--- config.mk ---
export PLATFORM = sky130hd
export DESIGN_NAME = d_input_debouncer
export DESIGN_NICKNAME = d
export VERILOG_FILES = /design/src/rtl/d_input_debouncer.sv
export SDC_FILE = /design/constraint.sdc
export NUM_CORES = 1
export LEC_CHECK = 0
export BUFFER_PORTS_ARGS = -buffer_cell sky130_fd_sc_hd__buf_2
export CAP_MARGIN = 20
export CORE_AREA = 2 2 39 41
export CTS_BUF_LIST = sky130_fd_sc_hd__clkbuf_16
export DETAILED_ROUTE_END_ITERATION = 8
export DIE_AREA = 0 0 41 43
export GPL_ROUTABILITY_DRIVEN = 0
export GPL_TIMING_DRIVEN = 0
export MAX_ROUTING_LAYER = met4
export SYNTH_ARGS = -nofsm -noshare
export SYNTH_HDL_FRONTEND = slang
export SYNTH_SLANG_ARGS = --single-unit
--- constraint.sdc ---
create_clock -name clk -period 1 [get_ports clk]
set_clock_uncertainty 0.05 [all_clocks]
set_input_delay 0.2 -clock clk [delete_from_list [all_inputs] [get_ports clk]]
set_output_delay 0.2 -clock clk [all_outputs]
set_load 0.005 [all_outputs]
--- src/rtl/d_input_debouncer.sv ---
// Synchroniser plus counter-FSM debouncer for the d_flip_flop data input.
// Optional glitch counter is built only when DEBOUNCE_GLITCH_CNT_EN is defined.
module d_input_debouncer #(
  parameter int SYNC_STAGES     = 2,
  parameter int DEBOUNCE_CYCLES = 4,
  parameter int RESET_LEVEL     = 0,
  parameter int GCNT_W          = 8
) (
  input  logic              clk,
  input  logic              rst,
  input  logic              raw_in,
  output logic              d_out,
  output logic              rise_pulse,
  output logic              fall_pulse,
  output logic              stable,
  output logic [GCNT_W-1:0] glitch_cnt,
  output logic [1:0]        dbg_state
);

  localparam int CNT_W = $clog2(DEBOUNCE_CYCLES + 1);
  localparam logic [CNT_W-1:0] CNT_LAST = CNT_W'(DEBOUNCE_CYCLES - 1);
  localparam logic [CNT_W-1:0] CNT_ONE  = CNT_W'(1);
  localparam logic RL = (RESET_LEVEL != 0);

  typedef enum logic [1:0] {
    STABLE_LO = 2'd0,
    WAIT_HI   = 2'd1,
    STABLE_HI = 2'd2,
    WAIT_LO   = 2'd3
  } state_t;

  state_t                 state_q;
  logic [CNT_W-1:0]       cnt_q;
  logic [SYNC_STAGES-1:0] sync_q;
  logic                   d_out_q;
  logic                   rise_q;
  logic                   fall_q;
  logic                   s;

  // Only the last synchroniser stage is ever looked at by the FSM.
  assign s = sync_q[SYNC_STAGES-1];

  always_ff @(posedge clk) begin
    if (!rst) begin
      sync_q  <= {SYNC_STAGES{RL}};
      d_out_q <= RL;
      state_q <= RL ? STABLE_HI : STABLE_LO;
      cnt_q   <= '0;
      rise_q  <= 1'b0;
      fall_q  <= 1'b0;
    end else begin
      sync_q <= {sync_q[SYNC_STAGES-2:0], raw_in};
      rise_q <= 1'b0;
      fall_q <= 1'b0;
      case (state_q)
        STABLE_LO: begin
          if (s) begin
            if (DEBOUNCE_CYCLES == 1) begin
              state_q <= STABLE_HI;
              d_out_q <= 1'b1;
              rise_q  <= 1'b1;
            end else begin
              state_q <= WAIT_HI;
              cnt_q   <= CNT_ONE;
            end
          end
        end
        WAIT_HI: begin
          if (!s) begin
            state_q <= STABLE_LO;
            cnt_q   <= '0;
          end else if (cnt_q == CNT_LAST) begin
            state_q <= STABLE_HI;
            cnt_q   <= '0;
            d_out_q <= 1'b1;
            rise_q  <= 1'b1;
          end else begin
            cnt_q <= cnt_q + CNT_ONE;
          end
        end
        STABLE_HI: begin
          if (!s) begin
            if (DEBOUNCE_CYCLES == 1) begin
              state_q <= STABLE_LO;
              d_out_q <= 1'b0;
              fall_q  <= 1'b1;
            end else begin
              state_q <= WAIT_LO;
              cnt_q   <= CNT_ONE;
            end
          end
        end
        WAIT_LO: begin
          if (s) begin
            state_q <= STABLE_HI;
            cnt_q   <= '0;
          end else if (cnt_q == CNT_LAST) begin
            state_q <= STABLE_LO;
            cnt_q   <= '0;
            d_out_q <= 1'b0;
            fall_q  <= 1'b1;
          end else begin
            cnt_q <= cnt_q + CNT_ONE;
          end
        end
        default: begin
          state_q <= STABLE_LO;
          cnt_q   <= '0;
        end
      endcase
    end
  end

  assign d_out      = d_out_q;
  assign rise_pulse = rise_q;
  assign fall_pulse = fall_q;
  assign stable     = (state_q == STABLE_LO) || (state_q == STABLE_HI);
  assign dbg_state  = state_q;

`ifdef DEBOUNCE_GLITCH_CNT_EN
  logic              glitch_evt;
  logic [GCNT_W-1:0] gcnt_q;

  // An abort is a WAIT state seeing the original level again.
  assign glitch_evt = ((state_q == WAIT_HI) && !s) || ((state_q == WAIT_LO) && s);

  always_ff @(posedge clk) begin
    if (!rst) begin
      gcnt_q <= '0;
    end else if (glitch_evt && (gcnt_q != {GCNT_W{1'b1}})) begin
      gcnt_q <= gcnt_q + 1'b1;
    end
  end

  assign glitch_cnt = gcnt_q;
`else
  assign glitch_cnt = '0;
`endif

endmodule

* Word-level counts from Yosys, hierarchy flattened *
Index checks and enable logic that the tools add are counted.

cells by class
  add/sub/neg operators = 1
  mux-type cells = 19
  reduce and logical (&&, ||, !) cells = 8
  bitwise logic cells = 2
  eq/ne operators = 12

operators with widths
  cell                   count
  $mux W3                5
  $mux W2                6
  $ne A2 B2 Y1 const B   6
  $pmux W3 S4            1
  $pmux W2 S4            1
  $ne A3 B3 Y1 const B   2
  $mux W1                5
  $reduce_and A5 Y1      1
  $eq A2 B2 Y1 const B   2
  $reduce_and A4 Y1      1
  $add A3 B1 Y3 const B  1
  $eq A3 B2 Y1 const B   1
  $reduce_and A3 Y1      1
  $reduce_or A3 Y1       1
  $eq A2 B1 Y1 const B   1
  $logic_not A2 Y1       1
  $not A1 Y1             2
  $pmux W1 S2            1
  $reduce_and A2 Y1      1
  $reduce_bool A2 Y1     1
  $logic_or A1 B1 Y1     1

storage, ports and cells
  output and inout bits = 14
  logic and storage cells = 48
  input port bits = 3
  flip-flop bits (word level) = 10

* Longest topological paths before layout *
  depth after elaboration = 4
  gate-level depth with buffers = 4

* Least setup slack after synthesis *
No wires, ideal clock.

  path type = register -> register
  from = register cnt_q[0]
  to = register d_out_q (netlist: d_out)
  clock period less this slack = 1.064 ns
  data arrival time = 0.888 ns
  stages on the path, launching flop included = 5
  library setup time = 0.126 ns
  setup slack = -0.064 ns
  cell sequence = dfxtp_1 > ha_1 > and3b_1 > a21oi_1 > o21ai_0

on the way
  word-level cells in the longest chain between the ends = 3

ends and longest elaborated chain
  element                               line    source
  start: declaration                    33      logic [CNT_W-1:0] cnt_q;
  start signal: assignment              78      cnt_q <= cnt_q + CNT_ONE;
  start signal: assignment              103     cnt_q <= cnt_q + CNT_ONE;
  $eq A3 B2 Y1 *                        72, 97
  $ne A2 B2 Y1 (no source line)         --
  $reduce_and A5 Y1 (no source line) *  --
  end signal: assignment                75      d_out_q <= 1'b1;
  end signal: assignment                85      d_out_q <= 1'b0;
  end signal: assignment                100     d_out_q <= 1'b0;
  end: declaration                      35      logic d_out_q;

Mark *: on every way between the ends. The rest lies on a longest branch, timed or not.
A chain may end at the register's enable or synchronous reset.

* Final worst setup path *
  from = register cnt_q[1]
  to = register rise_q (netlist: rise_pulse)

on the way
  word-level cells in the longest chain between the ends = 2

ends and longest elaborated chain
  element                 line  source
  $eq A3 B2 Y1            72    end else if (cnt_q == CNT_LAST) begin
  $mux W1                 72
  end signal: assignment  53    rise_q <= 1'b0;
  end signal: assignment  61    rise_q <= 1'b1;
  end signal: assignment  76    rise_q <= 1'b1;
  end: declaration        36    logic rise_q;

No other way between the ends.

==> flow_metrics.py <==
metrics = {
    "synthesis": {
        "syn_area_per_cell_sq_um": 9.49,
        "ys_seq_area_share_pct": 44.0,
        "synthDistinctLibCells": 22,
        "syn_area_sq_um": 455,
        "synth.most_common_cell": "dfxtp_1",
        "async_reset_ff_share_pct": 0,
        "yosysTopAreaCell": "dfxtp_1",
        "yosysWarnings": 0,
        "synth_commonest_cells": "dfxtp_1, buf_4, nand2_1",
        "synth_ff_type": "dfxtp_1",
        "yosys.area.top_type_share_pct": 44.0,
        "ys_top_cells_by_area": "dfxtp_1, buf_4, nand2_1, xor2_2, nand3b_1",
        "synth_edf_count": 0,
        "ys_ff_latch": 10,
        "netlist_instances": 48,
    },
    "critical_path": {
        "critPathRequiredTime_ns": 1.11,
        "cp_top_family": "simple AND/OR/NAND/NOR gates",
        "crit_cells": 4,
        "path_buf_inv": 0,
        "r2r-start": "cnt_q[1]",
        "r2r_slack_ns": -0.07,
        "reg2reg_to": "rise_pulse",
        "worst_setup_path_end_kind": "flip-flop",
        "start_kind": "flip-flop",
        "rr_worst_depth": 4,
        "crit_arrival_ns": 1.17,
        "critPathMaxStageDelay_ns": 0.34,
        "path_cells": "ha_4 -> and3b_2 -> nand2_2 -> nor3b_2",
        "crit_type": "reg2reg",
        "cp_slowest_cell": "dfxtp_2",
        "crit_fanout": 3,
    },
    "route": {
        "wl_per_cell_microns": 9.19,
        "routed_wl_microns": 781,
        "via_per_inst": 4.20,
        "route.vias.total": 357,
        "ant_nets": 0,
        "drc": 0,
        "drtIter0Drc": 4,
        "first_pass_iters": 4,
    },
    "pwr": {
        "powerDensity_nw_per_um2": 1700,
        "irDropWorstVdd_mv": 0.953,
        "leakagePower_nw": 0.306,
    },
    "floorplanning": {
        "core_area_sq_um": 1380,
        "rows": 14,
        "initial_core_util_pct": 32.9,
        "ios": 17,
        "die_x_microns": 41,
        "die_area_sq_um": 1760,
        "die_y_microns": 43,
    },
    "timing": {
        "timing.final.crit_share_pct": 107,
        "finalHoldViolCount": 0,
        "drv_slew": 0,
        "fmax_mhz": 935,
        "setup_slack_ns": -0.0691,
        "rsz0062_at_grt": "true",
        "setup_viol": 8,
        "finalCriticalPeriod_ns": 1.07,
    },
    "global_route": {
        "antenna_found_initial": 0,
        "grt_util_met2_pct": 16.3,
        "grt_overflow_total": 0,
        "grt_busiest_layer": "met2",
        "met1_usage_pct": 12.1,
        "grt_pass1_vias": 311,
        "grt_pass1_wl_microns": 1260,
        "globalRouteMet3Util_pct": 3.14,
        "grt_usage_pct": 11.1,
        "grt_max_degree": 11,
    },
    "clocking": {
        "htreeDepth": 1,
        "cts_tree": "yes",
        "cts_buffer_depth": 2,
        "clkSlewWorstSetupHoldPaths_ns": 0.04,
        "clock-root-buffer": "clkbuf_16",
        "cts_sinks": 10,
        "clk_latency_ns": 0.23,
        "postCtsHoldBufs": 0,
        "cts_buffers": 3,
    },
    "layout": {
        "syn_to_final_growth_pct": 53.3,
        "design_area_sq_um": 698,
        "fin_cells": 85,
        "drive_gt1_share_pct": 47.8,
        "final_nets": 74,
        "antenna_cells": 0,
    },
    "hold_path": {
        "min_from": "raw_in",
        "holdPathEnd": "sync_q[0]",
        "whs_path_depth": 2,
        "hold_class": "in2reg",
    },
    "placement": {
        "dp_hpwl_microns": 506,
        "dp.cells": 78,
        "port_buffers": 7,
        "placed_cell_area_sq_um": 554,
    },
    "run": {
        "cap_violations": 0,
    },
    "status": {
        "status": "complete, but fails checks",
        "violations": "setup timing",
    },
}
power by group:
part | switching [W] | internal [W] | leakage (nW)
Sequential | 0.0000138 | 0.000409 | 0.0845
Clock | 0.000168 | 0.000522 | 0.0385
Combinational | 0.0000307 | 0.0000462 | 0.183
cells in the final DEF (no fill, tap or decap), types with 2 or more instances in the layout:
| cell | synthesis | routed |
|---|---|---|
| a21boi_1 | 1 | 2 |
| dfxtp_4 | 0 | 3 |
| clkbuf_16 | 0 | 3 |
| nand3b_1 | 2 | 2 |
| buf_4 | 8 | 11 |
| a21oi_1 | 2 | 2 |
| nor3b_2 | 0 | 2 |
| dfxtp_2 | 0 | 2 |
| nand2b_1 | 2 | 2 |
| nand2_1 | 5 | 3 |
| conb_1 | 1 | 8 |
| dfxtp_1 | 10 | 5 |
| and2_1 | 2 | 2 |
| inv_1 | 2 | 2 |
| nand2_2 | 0 | 2 |
| buf_2 | 0 | 6 |
registers in the layout, summed over array words and instances, names as in the netlist, named ones only:
name and count:
cnt_q 3, sync_q 2, dbg_state 1, d_out 1, rise_pulse 1, fall_pulse 1
routing by layer:
layer,routed length (microns),up-vias
li1,-,187
met1,330,158
met2,387,12
met3,63,0
met4,0,0
met5,0,-
cell type report:
class,instances,area (sq um)
sequential,10,214
buffer,9,63.8
tap,16,20.0
inverter,2,7.51
clock inverter,1,3.75
multi-input combinational,34,250
clock buffer,3,75.1
fill,141,686
timing repair buffer,10,63.8
metrics by stage:
step	utilization [%]	worst slack, ns	setup TNS, ns	hold WS, ns	power (W)
after floorplan	-	-0.00362	-0.00362	0.277	0.000488
after global placement	40.1	-0.0702	-0.261	0.357	0.000503
after detailed placement	40.1	-0.0903	-0.276	0.363	0.000504
after CTS	48.7	-0.0695	-0.365	0.121	0.00122
after global routing	50.5	-0.124	-0.834	0.126	0.00126
final	50.5	-0.0691	-0.342	0.124	0.00119
what timing repair did:
item / CTS / global route
buffers inserted: 2 / 1
gates resized for setup: 8 / 5
gates cloned: 0 / 0
setup endpoints to repair: 6 / 11
endpoints found under the hold margin: 0 / 0
pin swaps: 2 / 4
logic make-up (layout without fill, tap and decap cells):
logic type      count (synthesis)  count (layout)  share of synthesized area (%)
compound gates                  8               8                           12.6
xor+xnor                        1               1                           3.57
fa+ha+maj                       1               1                           2.75
buf+inv                        11              25                           15.7
flops                          10              10                           44.0
other cells                     1               8                          0.823
simple gates                   16              16                           20.6
worst max-delay path by stage:
| stage | start | end | slack (ns) |
|---|---|---|---|
| 6_report | cnt_q[1] | rise_pulse | -0.07 |
| 5_1_grt | cnt_q[1] | d_out | -0.12 |
| 4_1_cts | cnt_q[1] | d_out | -0.07 |
| 3_5_place_dp | cnt_q[1] | rise_pulse | -0.09 |
| 3_3_place_gp | cnt_q[0] | rise_pulse | -0.07 |
| 2_1_floorplan | cnt_q[1] | fall_pulse | -0.004 |
No activity file was read; power rests on OpenSTA's default activity.
